[config.mk]
export PLATFORM = sky130hd
export DESIGN_NAME = color_cvt_12to18
export DESIGN_NICKNAME = d
export VERILOG_FILES = /design/src/rtl/color_cvt_12to18.sv
export SDC_FILE = /design/constraint.sdc
export NUM_CORES = 1
export LEC_CHECK = 0
export ABC_AREA = 1
export CORE_MARGIN = 2
export CORE_UTILIZATION = 50
export DETAILED_ROUTE_END_ITERATION = 16
export PLACE_DENSITY = 0.86
export REMOVE_ABC_BUFFERS = 1
export SETUP_SLACK_MARGIN = 0.02
export SLEW_MARGIN = 10
export SYNTH_ARGS = -nofsm -noshare
export SYNTH_HDL_FRONTEND = slang
export SYNTH_SLANG_ARGS = --single-unit
[constraint.sdc]
create_clock -name clk7x -period 1.52 [get_ports clk7x]
set_clock_uncertainty 0.1 [all_clocks]
set_input_delay 0.304 -clock clk7x [delete_from_list [all_inputs] [get_ports clk7x]]
set_output_delay 0.304 -clock clk7x [all_outputs]
set_load 0.01 [all_outputs]
[src/rtl/color_cvt_12to18.sv]
// 12-to-18-bit colour reconstruction: integrates each channel's dithered LSB
// over a 7-phase window and rebuilds {upper 3 bits, count of LSB ones}.
module color_cvt_12to18 #(
   parameter bit HOLD_ON_ERR = 1'b0
) (
   input  logic       clk7x,
   input  logic       rst,
   input  logic       sync,
   input  logic [3:0] ri,
   input  logic [3:0] gi,
   input  logic [3:0] bi,
   output logic [5:0] ro,
   output logic [5:0] go,
   output logic [5:0] bo,
   output logic       vld,
   output logic       err
);

   logic [2:0]      phase_p0;
   logic [2:0]      ph_cur;
   logic [2:0][3:0] pix;
   logic [2:0][2:0] acc_p0;
   logic [2:0][2:0] hi_cap_p0;
   logic [2:0][2:0] sum;
   logic [2:0]      ch_mm;
   logic            mm_flag_p0;
   logic            win_mm;

   assign pix = {bi, gi, ri};

   // sync overrides the counter so the current sample becomes phase 0
   always_comb begin
      ph_cur = sync ? 3'd0 : phase_p0;
      for (int i = 0; i < 3; i++) begin
         sum[i]   = acc_p0[i] + {2'b00, pix[i][0]};
         ch_mm[i] = (pix[i][3:1] != hi_cap_p0[i]);
      end
      win_mm = mm_flag_p0 | (|ch_mm);
   end

   // ---- window accumulation and result stage ----
   always_ff @(posedge clk7x) begin
      if (rst) begin
         phase_p0   <= 3'd0;
         acc_p0     <= '0;
         hi_cap_p0  <= '0;
         mm_flag_p0 <= 1'b0;
         ro         <= '0;
         go         <= '0;
         bo         <= '0;
         vld        <= 1'b0;
         err        <= 1'b0;
      end else begin
         phase_p0 <= (ph_cur == 3'd6) ? 3'd0 : ph_cur + 3'd1;
         vld      <= 1'b0;
         err      <= 1'b0;
         if (ph_cur == 3'd0) begin
            for (int i = 0; i < 3; i++) begin
               acc_p0[i]    <= {2'b00, pix[i][0]};
               hi_cap_p0[i] <= pix[i][3:1];
            end
            mm_flag_p0 <= 1'b0;
         end else begin
            acc_p0 <= sum;
            if (|ch_mm)
               mm_flag_p0 <= 1'b1;
            if (ph_cur == 3'd6) begin
               vld <= 1'b1;
               err <= win_mm;
               // with HOLD_ON_ERR a corrupted window leaves the last good pixel in place
               if (!win_mm || !HOLD_ON_ERR) begin
                  ro <= {hi_cap_p0[0], sum[0]};
                  go <= {hi_cap_p0[1], sum[1]};
                  bo <= {hi_cap_p0[2], sum[2]};
               end
            end
         end
      end
   end

endmodule
---- Word level (Yosys, flattened, before mapping) ----
Cells that the tools add are included.
operators by class
  reduce and logical (&&, ||, !) cells .... 6
  equality and inequality tests ........... 4
  add/sub/neg operators ................... 4
  bitwise gates (word level) .............. 3
  muxes and demuxes ....................... 3
operators with widths
  cell                   number
  $add A3 B1 Y3          3
  $ne A3 B3 Y1           3
  $mux W7                1
  $reduce_or A3 Y1       2
  $reduce_or A2 Y1       2
  $add A3 B1 Y3 const B  1
  $eq A3 B3 Y1 const B   1
  $logic_not A3 Y1       1
  $mux W3                1
  $not A1 Y1             2
  $reduce_and A2 Y1      1
  $mux W1                1
  $or A1 B1 Y1           1
storage, ports and cells
  word-level logic and storage cells ...... 36
  flip-flop bits (word level) ............. 42
  input bits .............................. 15

---- Logic depth before layout (Yosys ltp) ----
Gate-level depths: netlist of run 1.
  depth after elaboration ................. 4
  mapped depth ............................ 8
  gate-level depth less buffers ........... 8

---- Least setup slack after synthesis of run 1 ----
OpenSTA, ideal clock, no wires.
  kind .................................... input -> register
  start point ............................. input sync
  end point ............................... register go[2]
  arrival ................................. 1.097 ns
  library setup time ...................... 0.120 ns
  buffers on the path ..................... 1
  stages on the path ...................... 8
  path slack .............................. 0.203 ns
  data required time ...................... 1.300 ns
  cell sequence ........................... inv_2 nand2_1 inv_1 ha_1 nand2_4 buf_6 nand3_1 o21ai_2
between the ends
  word-level cells in the longest chain between the ends .. 4
ends and longest elaborated chain
  item                                  line  RTL
  from (decl)                           8     input logic sync,
  $mux W3 *                             33    ph_cur = sync ? 3'd0 : phase_p0;
  $logic_not A3 Y1                      57    if (ph_cur == 3'd0) begin
  $not A1 Y1 (no source line)           n/a
  $reduce_and A2 Y1 (no source line) *  n/a
  to (signal assigned)                  73    go <= {hi_cap_p0[1], sum[1]};
  to (decl)                             13    output logic [5:0] go,
Every way passes the cells marked *; elsewhere a longest branch is shown, timed or not.
A chain may end at the register's enable or synchronous reset.

---- Worst setup path after layout of run 1 ----
  start point ............................. input sync
  end point ............................... register hi_cap_p0[1] (netlist bit)
between the ends
  word-level cells in the longest chain between the ends .. 2
ends and longest elaborated chain
  item                             line  RTL
  $mux W3                          33
  $logic_not A3 Y1                 57
  to (signal, indexed assignment)  60    hi_cap_p0[i] <= pix[i][3:1];
  to (decl)                        23    logic [2:0][2:0] hi_cap_p0;
Every way passes these cells.

==> results of run 1 <==
==> per-stage QoR <==
step	area (µm²)	setup slack [ns]
after floorplan	1670	0.138
after global placement	2180	-0.253
after detailed placement	2180	-0.314
after CTS	2230	0.0590
after global routing	2240	-0.00161
final	2240	0.0845
==> state kept, by name (all words and copies together) (netlist names) <==
name	count
acc_p0	9
hi_cap_p0	9
bo	6
go	6
ro	6
phase_p0	3
err	1
mm_flag_p0	1
vld	1
==> how the worst max path moves through the flow <==
| stage | from | to | slack [ns] |
|---|---|---|---|
| floorplan | sync | hi_cap_p0[2] | 0.14 |
| global placement | sync | hi_cap_p0[5] | -0.25 |
| detailed placement | sync | acc_p0[3] | -0.31 |
| CTS | sync | hi_cap_p0[1] | 0.06 |
| global route | sync | ro[4] | -0.002 |
| finish | sync | hi_cap_p0[1] | 0.08 |
==> worst max-delay path, delay by kind of cell <==
| kind | cells | cell delay, ns |
|---|---|---|
| buf+inv | 3 | 0.67 |
| simple gates | 2 | 0.20 |
| compound gates | 2 | 0.19 |
| fa+ha+maj | 1 | 0.21 |
==> synth_stat cells (all sizes together) <==
cell type  number  area [µm²]
buf             7        56.3
ha              9         113
xor2            1        8.76
nand3          21         118
o21ai          27         169
xnor2           4        35.0
dfxtp          42         841
nor2           23        88.8
nand2          34         145
inv            26         100
a21oi          10        50.1
==> final cells by class <==
| type | count | area (µm²) |
|---|---|---|
| fill | 315 | 1090 |
| inverter | 26 | 100 |
| clock inverter | 2 | 37.5 |
| clock buffer | 6 | 41.3 |
| sequential | 42 | 841 |
| timing repair buffer | 46 | 430 |
| tap | 46 | 57.6 |
| multi-input combinational | 129 | 734 |
==> per-layer routing <==
layer  global-route usage, %  up-vias  share of wire (%)
met4                    7.50        0                1.6
met1                    20.7      618                 45
met2                    32.5       29                 48
met3                    5.59        6                4.9
met5                       0        -                  0
li1                        -      748                  -
==> where the power goes <==
group / switching, mW / total (mW) / internal (mW)
registers: 0.0145 / 1.15 / 1.13
clock network: 0.354 / 0.701 / 0.347
logic: 0.119 / 0.222 / 0.104
total: 0.487 / 2.07 / 1.59
==> cells by family (layout without fill, tap and decap cells) <==
| family | Yosys count | count (layout) | share of synthesized area [%] |
|---|---|---|---|
| buffers and inverters | 33 | 80 | 9.07 |
| adder cells (fa/ha/maj) | 9 | 9 | 6.53 |
| flip-flops | 42 | 42 | 48.8 |
| AND/OR/NAND/NOR | 78 | 78 | 20.4 |
| XOR/XNOR | 5 | 5 | 2.54 |
| AO/OA/AOI/OAI | 37 | 37 | 12.7 |
==> timing repair <==
item,in CTS,in global routing
gates cloned,0,0
setup endpoints to repair,20,28
pin swaps,0,0
hold buffers,0,0
gates resized for setup,20,5
==> results.yml, run 1 <==
status:
  outcome: "finished, final reports clean"
place:
  dp_hpwl_um: 2490
  io_buffer_count: 34
  dp.cells: 289
  place.gp.congestion: 0.790
layout:
  fin_util_pct: 67.2
  final_layout_size_suffix_gt1_share_pct: 14.7
  layout_common_cells: "dfxtp_1, nand2_1, inv_1, nor2_1"
  nets: 274
  final_common_cell: "dfxtp_1"
  syn_to_final_growth_pct: 30.0
  instances_no_fill: 297
  diodes: 0
pwr:
  power.density_nw_per_um2: 924
  worst_ir_drop_vdd_mv: 0.743
  power_mw: 2.07
  p_leak_nw: 1.11
route:
  ant_nets: 0
  wire_per_inst_um: 10.9
  avgViaCountPerCell: 4.72
  drt_iter0_drc: 52
  drt_pass1_iterations: 4
  routed_wl_um: 3240
  routed-via-count: 1401
  drc: 0
clocking:
  cts_tree: "done"
  path_clk_slew_ns: 0.12
  cts_setup_buffers: 0
  htreeDepth: 2
  clock_latency_ns: 0.35
  cts.sinks: 42
  clk_path_buf_depth: 2
  numCtsBuffers: 5
  root_buffer: "clkbuf_4"
timing:
  worstMarginPinSlew_ns: 0.274
  maxSlewHeadroom_pct: 81.6
  finalSetupViolations: 0
  hold_viol: 0
  period_share_pct: 94.4
  hold_ws_ns: 0.386
  fin_tns_setup_ns: 0
  max_freq_ghz: 0.697
  rsz0062_at_grt: "yes"
  slew_violations: 0
  period_needed_ns: 1.44
setup_path:
  cp_slowest_cell: "clkdlybuf4s50_1"
  r2r_cells: 6
  reg2reg_slack_ns: 0.23
  path_cells: "clkdlybuf4s50_1, inv_2, nand2_1, ha_1, nand2_4, buf_12, o21ai_0, a21oi_1"
  slowest_delay_ns: 0.47
  reg2reg_to: "ro[4]"
  cp_max_fo: 16
  timing.critical_path.arrival_ns: 1.59
  r2r_start: "phase_p0[1]"
  endpoint_kind: "flop"
  cp-start-kind: "input pin"
  critical_path_class: "in2reg"
  required_ns: 1.67
logic_synthesis:
  ys_seq_area_share_pct: 48.8
  avgSynthCellArea_um2: 8.45
  ys_ff_latch: 42
  yosysWarnings: 0
  synth.distinct_cells: 21
  syn-cell-area_um2: 1720
  netlist_instances: 204
die:
  dieArea_um2: 3930
  die_h_um: 62.7
  die_w_um: 62.7
  core_um2: 3340
  initial_core_util_pct: 51.7
  rows: 21
  ios: 35
global_routing:
  grt_max_degree: 20
  first_global_vias: 1337
  gr-total-overflow: 0
  grt_pass1_wl_um: 5720
  antenna_found_initial: 0
  track_usage_pct: 18.5
min_path:
  min_path_cells: 2
  hold_path_end: "ro[0]"
  hold_path_class: "reg2reg"
  hp-start: "ro[0]"
flow_run:
  drv_cap: 0
(Power assumes the default switching activity.)
==> run 2, diff against run 1 <==
==> constraint.sdc (replaced) <==
create_clock -name clk7x -period 1.6 [get_ports clk7x]
set_clock_uncertainty 0.1 [all_clocks]
set_input_delay 0.32 -clock clk7x [delete_from_list [all_inputs] [get_ports clk7x]]
set_output_delay 0.32 -clock clk7x [all_outputs]
set_load 0.01 [all_outputs]
==> run 2 against run 1 <==
Highest routed layer unchanged. Clock-buffer cell count stayed put. Critical path depth stayed put. Sequential power is 5% lower. Register-to-register slack better by 0.03 ns.
==> results.yml, run 2 (synthesis gave the netlist of run 1 again) <==
place:
  dp_hpwl_um: 2480
  preCtsSetupSlack_ns: -0.296
  dp.cells: 288
  placed_cell_area_um2: 2170
  place.gp.congestion: 0.783
  io_buffer_count: 34
layout:
  fin_util_pct: 67.8
  nets: 273
  nFillCells: 292
  instances_no_fill: 296
  final_common_cell: "dfxtp_1"
  layout_common_cells: "dfxtp_1, nand2_1, inv_1, nor2_1"
  largestRegisters: "acc_p0: 9 flops, hi_cap_p0: 9 flops"
  syn_to_final_growth_pct: 31.2
  fin_area_um2: 2260
  final_layout_size_suffix_gt1_share_pct: 14.8
  diodes: 0
pwr:
  power.density_nw_per_um2: 965
  p_leak_nw: 1.13
  power_mw: 2.18
  worst_ir_drop_vdd_mv: 0.683
die:
  initial_core_util_pct: 51.7
  dieArea_um2: 3930
  ios: 35
  core_um2: 3340
  rows: 21
  die_w_um: 62.7
  die_h_um: 62.7
route:
  drt-met1-wl_um: 1520
  routed-via-count: 1409
  dr_wl_met3_um: 153
  wl_met2_um: 1700
  drc: 0
  wire_per_inst_um: 11.6
  ant_nets: 0
  drt_pass1_iterations: 4
  routed_wl_um: 3440
  avgViaCountPerCell: 4.76
  topRoutingLayerUsed: "met4"
  drt_iter0_drc: 71
timing:
  fin_tns_setup_ns: 0
  rsz0062_at_grt: "no"
  maxSlewHeadroom_pct: 83.6
  slew_violations: 0
  worstMarginPinSlew_ns: 0.245
  layout_setup_ws_ns: 0.119
  period_needed_ns: 1.48
  hold_ws_ns: 0.386
  hold_viol: 0
  period_share_pct: 92.6
  max_freq_ghz: 0.675
  finalSetupViolations: 0
global_routing:
  gr-total-overflow: 0
  track_usage_pct: 19.4
  antenna_found_initial: 0
  grt_pass1_wl_um: 5950
  first_global_vias: 1374
  grt_max_degree: 20
setup_path:
  reg2reg_to: "bo[4]"
  endpoint_kind: "flop"
  cp-start-kind: "input pin"
  critical_path_class: "in2reg"
  r2r_start: "phase_p0[1]"
  required_ns: 1.75
  timing.critical_path.arrival_ns: 1.64
  cp-startpoint: "sync"
  crit_end: "hi_cap_p0[5]"
  r2r_cells: 6
  reg2reg_slack_ns: 0.26
  cp_max_fo: 16
flow_run:
  drv_cap: 0
clocking:
  numCtsBuffers: 5
  cts_tree: "done"
  cts.sinks: 42
  cts_setup_buffers: 0
  htreeDepth: 2
  path_clk_slew_ns: 0.13
  clock_latency_ns: 0.36
  root_buffer: "clkbuf_4"
  clk_path_buf_depth: 2
min_path:
  hold_path_class: "reg2reg"
status:
  outcome: "finished, final reports clean"
==> run 2: power breakdown <==
part,leakage (nW),internal (mW),switching (mW)
Clock,0.0585,0.529,0.350
Combinational,0.728,0.0960,0.115
Sequential,0.342,1.08,0.0143
Total,1.13,1.70,0.480
==> run 2: worst min path at each step <==
stage / start / depth (start not counted) / slack, ns / endpoint
global route: ro[5] / 2 / 0.40 / ro[5]
CTS: go[0] / 2 / 0.39 / go[0]
floorplan: hi_cap_p0[2] / 2 / 0.35 / ro[5]
finish: ro[0] / 2 / 0.39 / ro[0]
global placement: ro[0] / 2 / 0.37 / ro[0]
detailed placement: go[0] / 2 / 0.37 / go[0]
==> run 2: metal layers <==
metal	up-vias	track usage, %
met5	-	0
met1	626	21.3
li1	744	-
met4	0	8.61
met3	8	6.13
met2	31	34.0
==> run 2: area by class of cell <==
type	count	area (µm²)	area share, %
Tap cell	46	57.6	2.54
Multi-Input combinational cell	129	729	32.2
Inverter	26	100	4.42
Sequential cell	42	841	37.2
Clock inverter	2	60.1	2.65
Timing Repair Buffer	45	423	18.7
Clock buffer	6	51.3	2.27
==> run 2: critical path, cell delays in order <==
cell and delay (ns):
clkdlybuf4s50_1 0.47, inv_2 0.06, nand2_1 0.11, ha_1 0.18, nand2_2 0.12, buf_12 0.17, o21ai_0 0.14, a21oi_1 0.05
==> run 2: repair_timing <==
action / 4_1_cts / 5_1_grt
gates resized for setup: 20 / 3
hold buffers: 0 / 0
endpoints found under the setup margin: 20 / 6
